**config.mk**
```make
export PLATFORM = sky130hd
export DESIGN_NAME = controlador_conteo_flat
export DESIGN_NICKNAME = d
export VERILOG_FILES = /design/src/rtl/controlador_conteo_if.sv /design/src/rtl/controlador_conteo.sv /design/src/flat_wrapper.sv
export SDC_FILE = /design/constraint.sdc
export NUM_CORES = 1
export LEC_CHECK = 0
export BUFFER_PORTS_ARGS = -buffer_cell sky130_fd_sc_hd__clkbuf_2
export CAP_MARGIN = 20
export CORE_ASPECT_RATIO = 1.2
export CORE_MARGIN = 1.5
export CORE_UTILIZATION = 36
export CTS_CLUSTER_DIAMETER = 80
export DETAILED_ROUTE_END_ITERATION = 10
export GPL_TIMING_DRIVEN = 0
export PLACE_DENSITY = 0.59
export SYNTH_ARGS = -nofsm -noshare
export SYNTH_HDL_FRONTEND = slang
export SYNTH_SLANG_ARGS = --single-unit
```
**constraint.sdc**
```tcl
create_clock -name clk -period 2 [get_ports clk]
set_input_delay 0.3 -clock clk [delete_from_list [all_inputs] [get_ports clk]]
set_output_delay 0.3 -clock clk [all_outputs]
set_load 0.01 [all_outputs]
```
**src/rtl/controlador_conteo_if.sv**
```systemverilog
// Bundle of signals shared between the count controller, the host that
// issues start/abort, and the 4-bit enable/clear counter it drives.
interface controlador_conteo_if #(
    parameter int W = 4
);
    logic         start;
    logic         abort;
    logic         mode;
    logic [W-1:0] target;
    logic [W-1:0] q_in;
    logic         en;
    logic         clr;
    logic         busy;
    logic         done;
    logic         err;

    // Controller side: drives the counter controls and status
    modport master (
        input  start, abort, mode, target, q_in,
        output en, clr, busy, done, err
    );

    // Host/counter side: issues requests, returns Q, observes status
    modport slave (
        output start, abort, mode, target, q_in,
        input  en, clr, busy, done, err
    );
endinterface

```
**src/rtl/controlador_conteo.sv**
```systemverilog
// Control-side master for an enable/clear counter: clears it, lets it count
// up to a latched target, checks every read-back value against the expected
// sequence and reports done (pulse) or a sticky error.
module controlador_conteo #(
    parameter int W = 4
) (
    input  logic                   clk,
    input  logic                   rst_n,
    controlador_conteo_if.master   bus
);

    typedef enum logic [2:0] {
        IDLE  = 3'd0,
        CLEAR = 3'd1,
        COUNT = 3'd2,
        DONE  = 3'd3,
        ERR   = 3'd4
    } state_t;

    localparam logic [W-1:0] ONE = W'(1);

    state_t       state_q, state_d;
    logic [W-1:0] tgt_q, tgt_d;
    logic         mode_q, mode_d;
    logic [W-1:0] exp_q, exp_d;
    logic         err_q, err_d;
    logic [W-1:0] tgt_m1;
    logic         go;

    // A run request only counts when abort is not asserted alongside it
    assign go     = bus.start && !bus.abort;
    // Only meaningful in COUNT, where the latched target is at least 1
    assign tgt_m1 = tgt_q - ONE;

    // State and datapath registers, cleared asynchronously
    always_ff @(posedge clk or negedge rst_n) begin
        if (!rst_n) begin
            state_q <= IDLE;
            tgt_q   <= '0;
            mode_q  <= 1'b0;
            exp_q   <= '0;
            err_q   <= 1'b0;
        end else begin
            state_q <= state_d;
            tgt_q   <= tgt_d;
            mode_q  <= mode_d;
            exp_q   <= exp_d;
            err_q   <= err_d;
        end
    end

    // Next-state logic: sequencing, target/mode latching and sequence check
    always_comb begin
        state_d = state_q;
        tgt_d   = tgt_q;
        mode_d  = mode_q;
        exp_d   = exp_q;
        err_d   = err_q;
        unique case (state_q)
            IDLE: begin
                if (go) begin
                    tgt_d   = bus.target;
                    mode_d  = bus.mode;
                    err_d   = 1'b0;
                    state_d = CLEAR;
                end
            end
            CLEAR: begin
                // Counter is zeroed at this edge, so the first expected Q is 0
                exp_d = '0;
                if (bus.abort)         state_d = IDLE;
                else if (tgt_q == '0)  state_d = DONE;
                else                   state_d = COUNT;
            end
            COUNT: begin
                if (bus.abort) begin
                    state_d = IDLE;
                end else if (bus.q_in != exp_q) begin
                    err_d   = 1'b1;
                    state_d = ERR;
                end else if (bus.q_in == tgt_m1) begin
                    // The increment at this edge lands Q exactly on the target
                    state_d = DONE;
                end else begin
                    exp_d = exp_q + ONE;
                end
            end
            DONE: begin
                if (mode_q && !bus.abort) begin
                    state_d = CLEAR;
                end else if (go) begin
                    tgt_d   = bus.target;
                    mode_d  = bus.mode;
                    state_d = CLEAR;
                end else begin
                    state_d = IDLE;
                end
            end
            ERR: begin
                if (go) begin
                    tgt_d   = bus.target;
                    mode_d  = bus.mode;
                    err_d   = 1'b0;
                    state_d = CLEAR;
                end else if (bus.abort) begin
                    // Leaving via abort keeps the error visible to the host
                    state_d = IDLE;
                end
            end
            default: state_d = IDLE;
        endcase
    end

    // Moore outputs decoded from state only, so reset drops them at once
    always_comb begin
        bus.en   = (state_q == CLEAR) || (state_q == COUNT);
        bus.clr  = (state_q == CLEAR);
        bus.busy = (state_q == CLEAR) || (state_q == COUNT);
        bus.done = (state_q == DONE);
        bus.err  = err_q;
    end

endmodule

```
**src/flat_wrapper.sv**
```systemverilog
// flat-port wrapper written by rule: the top's interface ports become plain ports
module controlador_conteo_flat 
#(
    parameter int W = 4
)
  (clk, rst_n, bus_start, bus_abort, bus_mode, bus_target, bus_q_in, bus_en, bus_clr, bus_busy, bus_done, bus_err);
  controlador_conteo_if #(.W(W)) bus_i ();
  input  logic clk;
  input  logic rst_n;
  input wire logic [$bits(bus_i.start)-1:0] bus_start;
  input wire logic [$bits(bus_i.abort)-1:0] bus_abort;
  input wire logic [$bits(bus_i.mode)-1:0] bus_mode;
  input wire logic [$bits(bus_i.target)-1:0] bus_target;
  input wire logic [$bits(bus_i.q_in)-1:0] bus_q_in;
  output wire logic [$bits(bus_i.en)-1:0] bus_en;
  output wire logic [$bits(bus_i.clr)-1:0] bus_clr;
  output wire logic [$bits(bus_i.busy)-1:0] bus_busy;
  output wire logic [$bits(bus_i.done)-1:0] bus_done;
  output wire logic [$bits(bus_i.err)-1:0] bus_err;
  assign bus_i.start = bus_start;
  assign bus_i.abort = bus_abort;
  assign bus_i.mode = bus_mode;
  assign bus_i.target = bus_target;
  assign bus_i.q_in = bus_q_in;
  assign bus_en = bus_i.en;
  assign bus_clr = bus_i.clr;
  assign bus_busy = bus_i.busy;
  assign bus_done = bus_i.done;
  assign bus_err = bus_i.err;
  controlador_conteo #(.W(W)) u_core (.clk(clk), .rst_n(rst_n), .bus(bus_i));
endmodule
```
; ---- After elaboration in Yosys (flattened, before gate mapping)
; Cells that the tools add are included.
[word_totals]
regBits = 13
inputBits = 13
out_inout_bits = 5
elab_cells = 61
[classes]
add_sub_neg = 2
eq_ne = 15
muxes = 25
n_reduce_logical = 14
[op_table]
columns = operator, count
row1 = 3-bit 2-to-1 mux, 8
row2 = 4-bit 2-to-1 mux, 5
row3 = 4-bit case mux with 2 select lines, 2
row4 = 3-bit case mux with 5 select lines, 1
row5 = "2-bit inequality test, second input constant", 4
row6 = 4-bit AND reduction, 2
row7 = 1-bit 2-to-1 mux, 7
row8 = "3-bit by 2-bit equality test with 1-bit output, second input constant", 2
row9 = "2-bit by 1-bit inequality test with 1-bit output, second input constant", 3
row10 = 2-bit nonzero test, 3
row11 = "4-bit by 1-bit adder with 4-bit output, second input constant", 1
row12 = 4-bit equality test, 1
row13 = 4-bit zero test, 1
row14 = "4-bit by 2-bit inequality test with 1-bit output, second input constant", 1
row15 = 4-bit inequality test, 1
row16 = 1-bit case mux with 2 select lines, 2
row17 = "4-bit by 1-bit subtractor with 4-bit output, second input constant", 1
row18 = "3-bit by 1-bit equality test with 1-bit output, second input constant", 1
row19 = "3-bit equality test, second input constant", 1
row20 = 3-bit zero test, 1
row21 = "3-bit by 2-bit inequality test with 1-bit output, second input constant", 1
row22 = 3-bit AND reduction, 1
row23 = 1-bit logical AND, 2
row24 = 2-bit AND reduction, 1
row25 = other kinds (3), 3

; ---- Longest topological paths before layout
; Gate-level depths: netlist of run 1.
[depth]
depth_word = 6
mapped_depth = 6
depth_no_buf = 6

; ---- Worst setup path before layout of run 1
; Ideal clock, no wire load.
[synth_timing]
kind = register -> register
from = reg u_core.tgt_q[0]
to = reg u_core.exp_q[3]
setup_ns = 0.079
arrival_time_ns = 1.520
required_time_ns = 1.921
slack_ns = 0.401
path_stages_with_launch = 7
n_path_buf = 0
synth_period_minus_slack_ns = 1.599
path_cell_list = dfrtp_1 inv_1 ha_1 xnor2_1 nor3_2 a2111oi_2 mux2i_1
[synth_between]
elab_chain_cells = 4
[synth_lines]
columns = element, line
row1 = "start, declared", controlador_conteo.sv:23  ; logic [W-1:0] tgt_q, tgt_d;
row2 = "start signal, assigned", controlador_conteo.sv:45  ; tgt_q <= tgt_d;
row3 = 4-bit by 1-bit subtractor with 4-bit output, controlador_conteo.sv:33  ; assign tgt_m1 = tgt_q - ONE;
row4 = 4-bit equality test, controlador_conteo.sv:81  ; end else if (bus.q_in == tgt_m1) begin
row5 = 2-bit inequality test (no line), -
row6 = 4-bit AND reduction (no line), -
row7 = "end signal, assigned", controlador_conteo.sv:47  ; exp_q <= exp_d;
row8 = "end, declared", controlador_conteo.sv:25  ; logic [W-1:0] exp_q, exp_d;
; Every way passes these cells.
; A chain may end at the register's enable or synchronous reset.

; ---- Final worst setup path of run 1
[layout_timing]
from = reg u_core.state_q[0]
to = out bus_clr
[layout_between]
elab_chain_cells = 1
[layout_lines]
columns = element, line
row1 = "start, declared", controlador_conteo.sv:22  ; state_t state_q, state_d;
row2 = "start signal, assigned", controlador_conteo.sv:44  ; state_q <= state_d;
row3 = 3-bit by 1-bit equality test with 1-bit output, controlador_conteo.sv:117  ; bus.clr = (state_q == CLEAR);
row4 = "end, declared", flat_wrapper.sv:16  ; output wire logic [$bits(bus_i.clr)-1:0] bus_clr;
; Every way passes these cells.

==> reports/qor.yml, run 1 <==
placement:
  placed_area_um2: 987
  preCtsSetupSlack_ns: 0.258
  hpwl_um: 1300
  port_buffers: 17
  gp_congestion: 0.729
power:
  finalPower_w: 0.00123
  irDropWorstVdd_uv: 625
  power_density_nw_per_um2: 1200
  cellLeakagePower_nw: 0.443
floorplan:
  pin_count: 18
  start_util: 0.378
  rows: 19
  die_w_um: 47.7
  coreArea_um2: 2280
  die_area_um2: 2700
  die_h_um: 56.6
timing:
  layout_setup_ws_ns: 0.252
  finalHoldViolCount: 0
  setup-tns-final_ns: 0
  drv_slew: 0
  fin_crit_ns: 1.75
  worstMarginPinSlew_ns: 0.409
  rsz0062_at_grt: "false"
  skew_ns: 0.00412
  relSlewSlack: 0.727
  fmax_ghz: 0.572
  period_share: 0.874
  setup_viol: 0
layout:
  fin_area_um2: 1020
  nNetsFinal: 120
  antennaDiodeCount: 0
  syn2layout_area_growth_pct: 18.6
  fin_util: 0.448
  drive_above_1_share: 0.350
route:
  drt_iter0_drc: 6
  avgViaCountPerCell: 4.97
  avgRoutedWirePerCell_um: 12.2
  wl_um: 1630
  drc: 0
  drt_first_pass_iters: 4
  num_vias: 666
  final_antenna_net_count: 0
critical_path:
  startpoint: "u_core.state_q[0]"
  start_kind: "flip-flop"
  crit_required_ns: 1.70
  reg2reg_to: "u_core.exp_q[3]"
  critPathKind: "reg -> out"
  endpoint_kind: "output pin"
  path_max_fanout: 10
  reg2reg_setup_slack_ns: 0.25
  worst_ep_arrival_time_ns: 1.45
  reg2reg_depth: 6
  reg2reg_from: "u_core.tgt_q[0]"
clock_network:
  path_clk_slew_ns: 0.08
  cts.sinks: 13
  root_buffer: "clkbuf_4"
  clk_latency_ns: 0.28
  h-tree-depth: 1
  cts_resized: 0
  cts_tree: "yes"
  cts_buffers: 3
  clockBufferDepth: 2
synth:
  synth_area_leader_cell: "dfrtp_1"
  yosys_warnings: 0
  synthArstFlopShare: 1.00
  synth.most_common_cell: "dfrtp_1"
  synth.area.top_cells: "dfrtp_1, xnor2_1, mux2_2, mux2i_1, ha_1"
  synth-edff-count: 0
  synth_area_um2: 863
  netlist_instances: 81
  synth_top_cells_by_count: "dfrtp_1, xnor2_1, nand2_1"
  synth_cell_types: 34
  ys.flop_type: "dfrtp_1"
  syn_nets: 97
  syn_avg_cell_area_um2: 10.7
  ys_ff_latch: 13
  yosysSeqAreaShare: 0.377
  synth_top_area_share: 0.377
outcome:
  status: "completed"
job:
  cap_violations: 0
grt:
  antenna_found_initial: 0
  grt_pass1_vias: 651
  grtUsageTotal: 0.146
  grt_pass1_wl_um: 2900
  overflow: 0
  grt_max_degree: 14
hold_path:
  hold_path.class: "in -> reg"
  whs_endpoint: "u_core.tgt_q[2]"
  holdPathStages: 2
  hold_start: "bus_target[2]"
==> where the power goes <==
| part | total (W) | leakage, nW | switching [W] | internal, W |
|---|---|---|---|---|
| Sequential | 0.000426 | 0.167 | 0.0000822 | 0.000344 |
| Clock | 0.000165 | 0.0150 | 0.0000874 | 0.0000773 |
| Combinational | 0.000637 | 0.260 | 0.000328 | 0.000309 |
| Total | 0.00123 | 0.443 | 0.000498 | 0.000731 |
==> logic make-up after synthesis <==
| group | Yosys count | share of synthesized area |
|---|---|---|
| fa+ha+maj | 3 | 0.0435 |
| compound gates | 11 | 0.120 |
| buf+inv | 8 | 0.0391 |
| simple gates | 27 | 0.190 |
| mux | 9 | 0.112 |
| xor+xnor | 10 | 0.119 |
| flops | 13 | 0.377 |
==> per-stage QoR <==
| stage | hold slack (ns) | instances |
|---|---|---|
| after floorplan | 0.00441 | 81 |
| after global placement | 0.214 | 129 |
| after detailed placement | 0.216 | 129 |
| after CTS | 0.244 | 134 |
| after global routing | 0.244 | 134 |
| final | 0.248 | 134 |
==> critical path, cell delays in order (launching register included) <==
cell	delay, ns
dfrtp_1	0.32
clkbuf_1	0.33
nand2_1	0.29
inv_1	0.10
clkbuf_2	0.13
==> repair_timing <==
| item | CTS | global route |
|---|---|---|
| endpoints found under the hold margin | 13 | 0 |
| hold buffers | 1 | 0 |
| buffers inserted | 0 | 0 |
==> how the worst max path moves through the flow <==
stage                                    to  cells after the start
after global routing      u_core.state_q[0]                      6
after global placement    u_core.state_q[0]                      6
final                               bus_clr                      4
after CTS                   u_core.exp_q[2]                      6
after detailed placement  u_core.state_q[0]                      6
after floorplan             u_core.exp_q[3]                      6
==> area by class of cell <==
class	instances	area, um^2
Multi-Input combinational cell	60	504
Timing Repair Buffer	18	95.1
Tap cell	31	38.8
Sequential cell	13	325
Clock buffer	4	26.3
Fill cell	246	1260
Inverter	6	22.5
Buffer	2	11.3
==> registers in the layout, indices dropped and copies added (netlist names) <==
signal,flops
u_core.exp_q,4
u_core.tgt_q,4
u_core.state_q,3
u_core.bus.err,1
u_core.mode_q,1
==> cell usage in the layout, fill, tap and decap left out, drive strengths merged <==
master       instances
a2111oi              3
a211oi               1
a21oi                1
a31oi                1
a32o                 1
and2                 1
and2b                1
buf                  1
clkbuf              22
dfrtp               13
dlygate4sd3          1
ha                   3
inv                  6
mux2                 5
mux2i                4
nand2                7
nand2b               2
nand3                1
nand4                1
nor2                 4
nor2b                1
nor3                 4
nor3b                3
nor4b                1
o21ai                2
o221a                1
o22ai                1
or2                  1
xnor2                8
xor2                 1
xor3                 1
==> metal layers <==
metal,routed length (um),part of all wire,up-vias,track usage
met5,0,0,-,0
met4,18,0.011,0,0.0579
met3,41,0.025,2,0.0193
met2,850,0.52,11,0.229
met1,723,0.44,322,0.198
li1,-,-,331,-
Note: power is estimated with default switching activity, not from simulation.
==> run 2: changes to the inputs <==
- CELL_PAD_IN_SITES_DETAIL_PLACEMENT: default -> 1
- CELL_PAD_IN_SITES_GLOBAL_PLACEMENT: default -> 2
- CORE_UTILIZATION: 36 -> 33
- HOLD_SLACK_MARGIN: default -> 0.02
- PLACE_DENSITY: 0.59 -> 0.79
==> reports/qor.yml, run 2 (synthesis gave the netlist of run 1 again) <==
floorplan:
  die_w_um: 49.7  # was 47.7 um
  die_h_um: 59.0  # was 56.6 um
  die_area_um2: 2930  # was 2700 um^2
  rows: 20  # was 19
  pin_count: 18  # unchanged
  start_util: 0.345  # was 0.378
  coreArea_um2: 2500  # was 2280 um^2
layout:
  antennaDiodeCount: 0  # unchanged
  drive_above_1_share: 0.350  # unchanged
  largestRegisters: "u_core.exp_q x4, u_core.tgt_q x4, u_core.state_q x3"  # unchanged
  final_cell_mix: "clkbuf_2, dfrtp_1, xnor2_1"  # unchanged
  final_common_cell: "clkbuf_2"  # unchanged
  syn2layout_area_growth_pct: 18.8  # was 18.6%
  nNetsFinal: 120  # unchanged
route:
  num_vias: 671  # was 666
  wl_um: 1700  # was 1630 um
  avgRoutedWirePerCell_um: 12.5  # was 12.2 um
  drt_first_pass_iters: 2  # was 4
  drc: 0  # unchanged
  drt_iter0_drc: 3  # was 6
  final_antenna_net_count: 0  # unchanged
  avgViaCountPerCell: 4.93  # was 4.97
clock_network:
  cts_tree: "yes"  # unchanged
  root_buffer: "clkbuf_4"  # unchanged
  clockBufferDepth: 2  # unchanged
  cts_hold_buf: 1  # unchanged
  post_cts_buffers: 0  # unchanged
  clk_latency_ns: 0.27  # was 0.28 ns
  h-tree-depth: 1  # unchanged
  cts_buffers: 3  # unchanged
  cts.sinks: 13  # unchanged
  path_clk_slew_ns: 0.08  # about the same
  cts_resized: 0  # unchanged
timing:
  drv_slew: 0  # unchanged
  setup_viol: 0  # unchanged
  fmax_ghz: 0.567  # was 0.572 GHz
  setup-tns-final_ns: 0  # unchanged
  rsz0062_at_grt: "false"  # unchanged
  worstMarginPinSlew_ns: 0.388  # was 0.409 ns
  skew_ns: 0.00612  # was 0.00412 ns
  hold_slack_ns: 0.258  # was 0.248 ns
  finalHoldViolCount: 0  # unchanged
  relSlewSlack: 0.735  # was 0.727
  fin_crit_ns: 1.76  # was 1.75 ns
  period_share: 0.882  # was 0.874
critical_path:
  startpoint: "u_core.tgt_q[0]"  # was u_core.state_q[0]
  worst_ep_arrival_time_ns: 1.96  # was 1.45 ns
  crit_end: "u_core.exp_q[3]"  # was bus_clr
  reg2reg_from: "u_core.tgt_q[0]"  # unchanged
  start_kind: "flip-flop"  # unchanged
  reg2reg_setup_slack_ns: 0.24  # was 0.25 ns
  crit_required_ns: 2.20  # was 1.70 ns
  path_max_fanout: 4  # was 10
  endpoint_kind: "flip-flop"  # was output pin
  critPathKind: "reg -> reg"  # was reg -> out
  reg2reg_to: "u_core.exp_q[3]"  # unchanged
  reg2reg_depth: 6  # unchanged
grt:
  grtUsageTotal: 0.138  # was 0.146
  antenna_found_initial: 0  # unchanged
  grt_pass1_vias: 692  # was 651
  grt_pass1_wl_um: 3060  # was 2900 um
  grt_max_degree: 14  # unchanged
  overflow: 0  # unchanged
power:
  cellLeakagePower_nw: 0.443  # unchanged
  irDropWorstVdd_uv: 651  # was 625 uV
  power_density_nw_per_um2: 1190  # was 1200 nW/um^2
  finalPower_w: 0.00123  # about the same
hold_path:
  hold_path.class: "in -> reg"  # unchanged
job:
  cap_violations: 0  # unchanged
placement:
  hpwl_um: 1420  # was 1300 um
  gp_congestion: 0.743  # was 0.729
  port_buffers: 17  # unchanged
outcome:
  status: "completed"  # unchanged
## run 2: metrics by stage
stage               worst slack (ns)  utilization  instances  instance area [um^2]
floorplan                      0.401            -         81                   863
global placement               0.291        0.396        131                   990
detailed placement             0.214        0.396        131                   990
CTS                            0.208        0.410        136                  1030
global route                  0.0295        0.410        136                  1030
finish                         0.236        0.410        136                  1030
## run 2: layout make-up
| cell class | instances | area [um^2] |
|---|---|---|
| fillers | 308 | 1480 |
| multi-input cells | 60 | 504 |
| flip-flops and latches | 13 | 325 |
| repair buffers | 18 | 95.1 |
| well taps | 33 | 41.3 |
| clock buffers | 4 | 26.3 |
| inverters | 6 | 22.5 |
| plain buffers | 2 | 11.3 |
## run 2: worst min-delay path by stage
stage                       start         endpoint  slack (ns)  depth (start not counted)
CTS                 bus_target[2]  u_core.tgt_q[2]        0.25                          2
floorplan                   rst_n   u_core.bus.err       0.004                          0
global placement            rst_n  u_core.exp_q[2]        0.22                          1
global route        bus_target[2]  u_core.tgt_q[2]        0.26                          2
detailed placement          rst_n  u_core.exp_q[2]        0.21                          1
finish              bus_target[2]  u_core.tgt_q[2]        0.26                          2
## run 2: metal layers
| metal | part of all wire | routed length [um] | GRT usage | vias up |
|---|---|---|---|---|
| met5 | 0 | 0 | 0 | - |
| met4 | 0.0082 | 14 | 0.0476 | 0 |
| met3 | 0.032 | 55 | 0.0404 | 2 |
| met2 | 0.53 | 899 | 0.244 | 11 |
| met1 | 0.43 | 729 | 0.158 | 328 |
| li1 | - | - | - | 330 |
## run 2: where the power goes
group	internal, W	switching (W)
Sequential	0.000344	0.0000831
Combinational	0.000309	0.000331
Clock	0.0000773	0.0000810
Total	0.000731	0.000495
## run 2: critical path, stage by stage (launching register included)
cell,delay (ns)
dfrtp_1,0.42
inv_1,0.09
ha_1,0.31
xnor2_1,0.20
nor3_2,0.11
a2111oi_2,0.34
mux2i_1,0.23
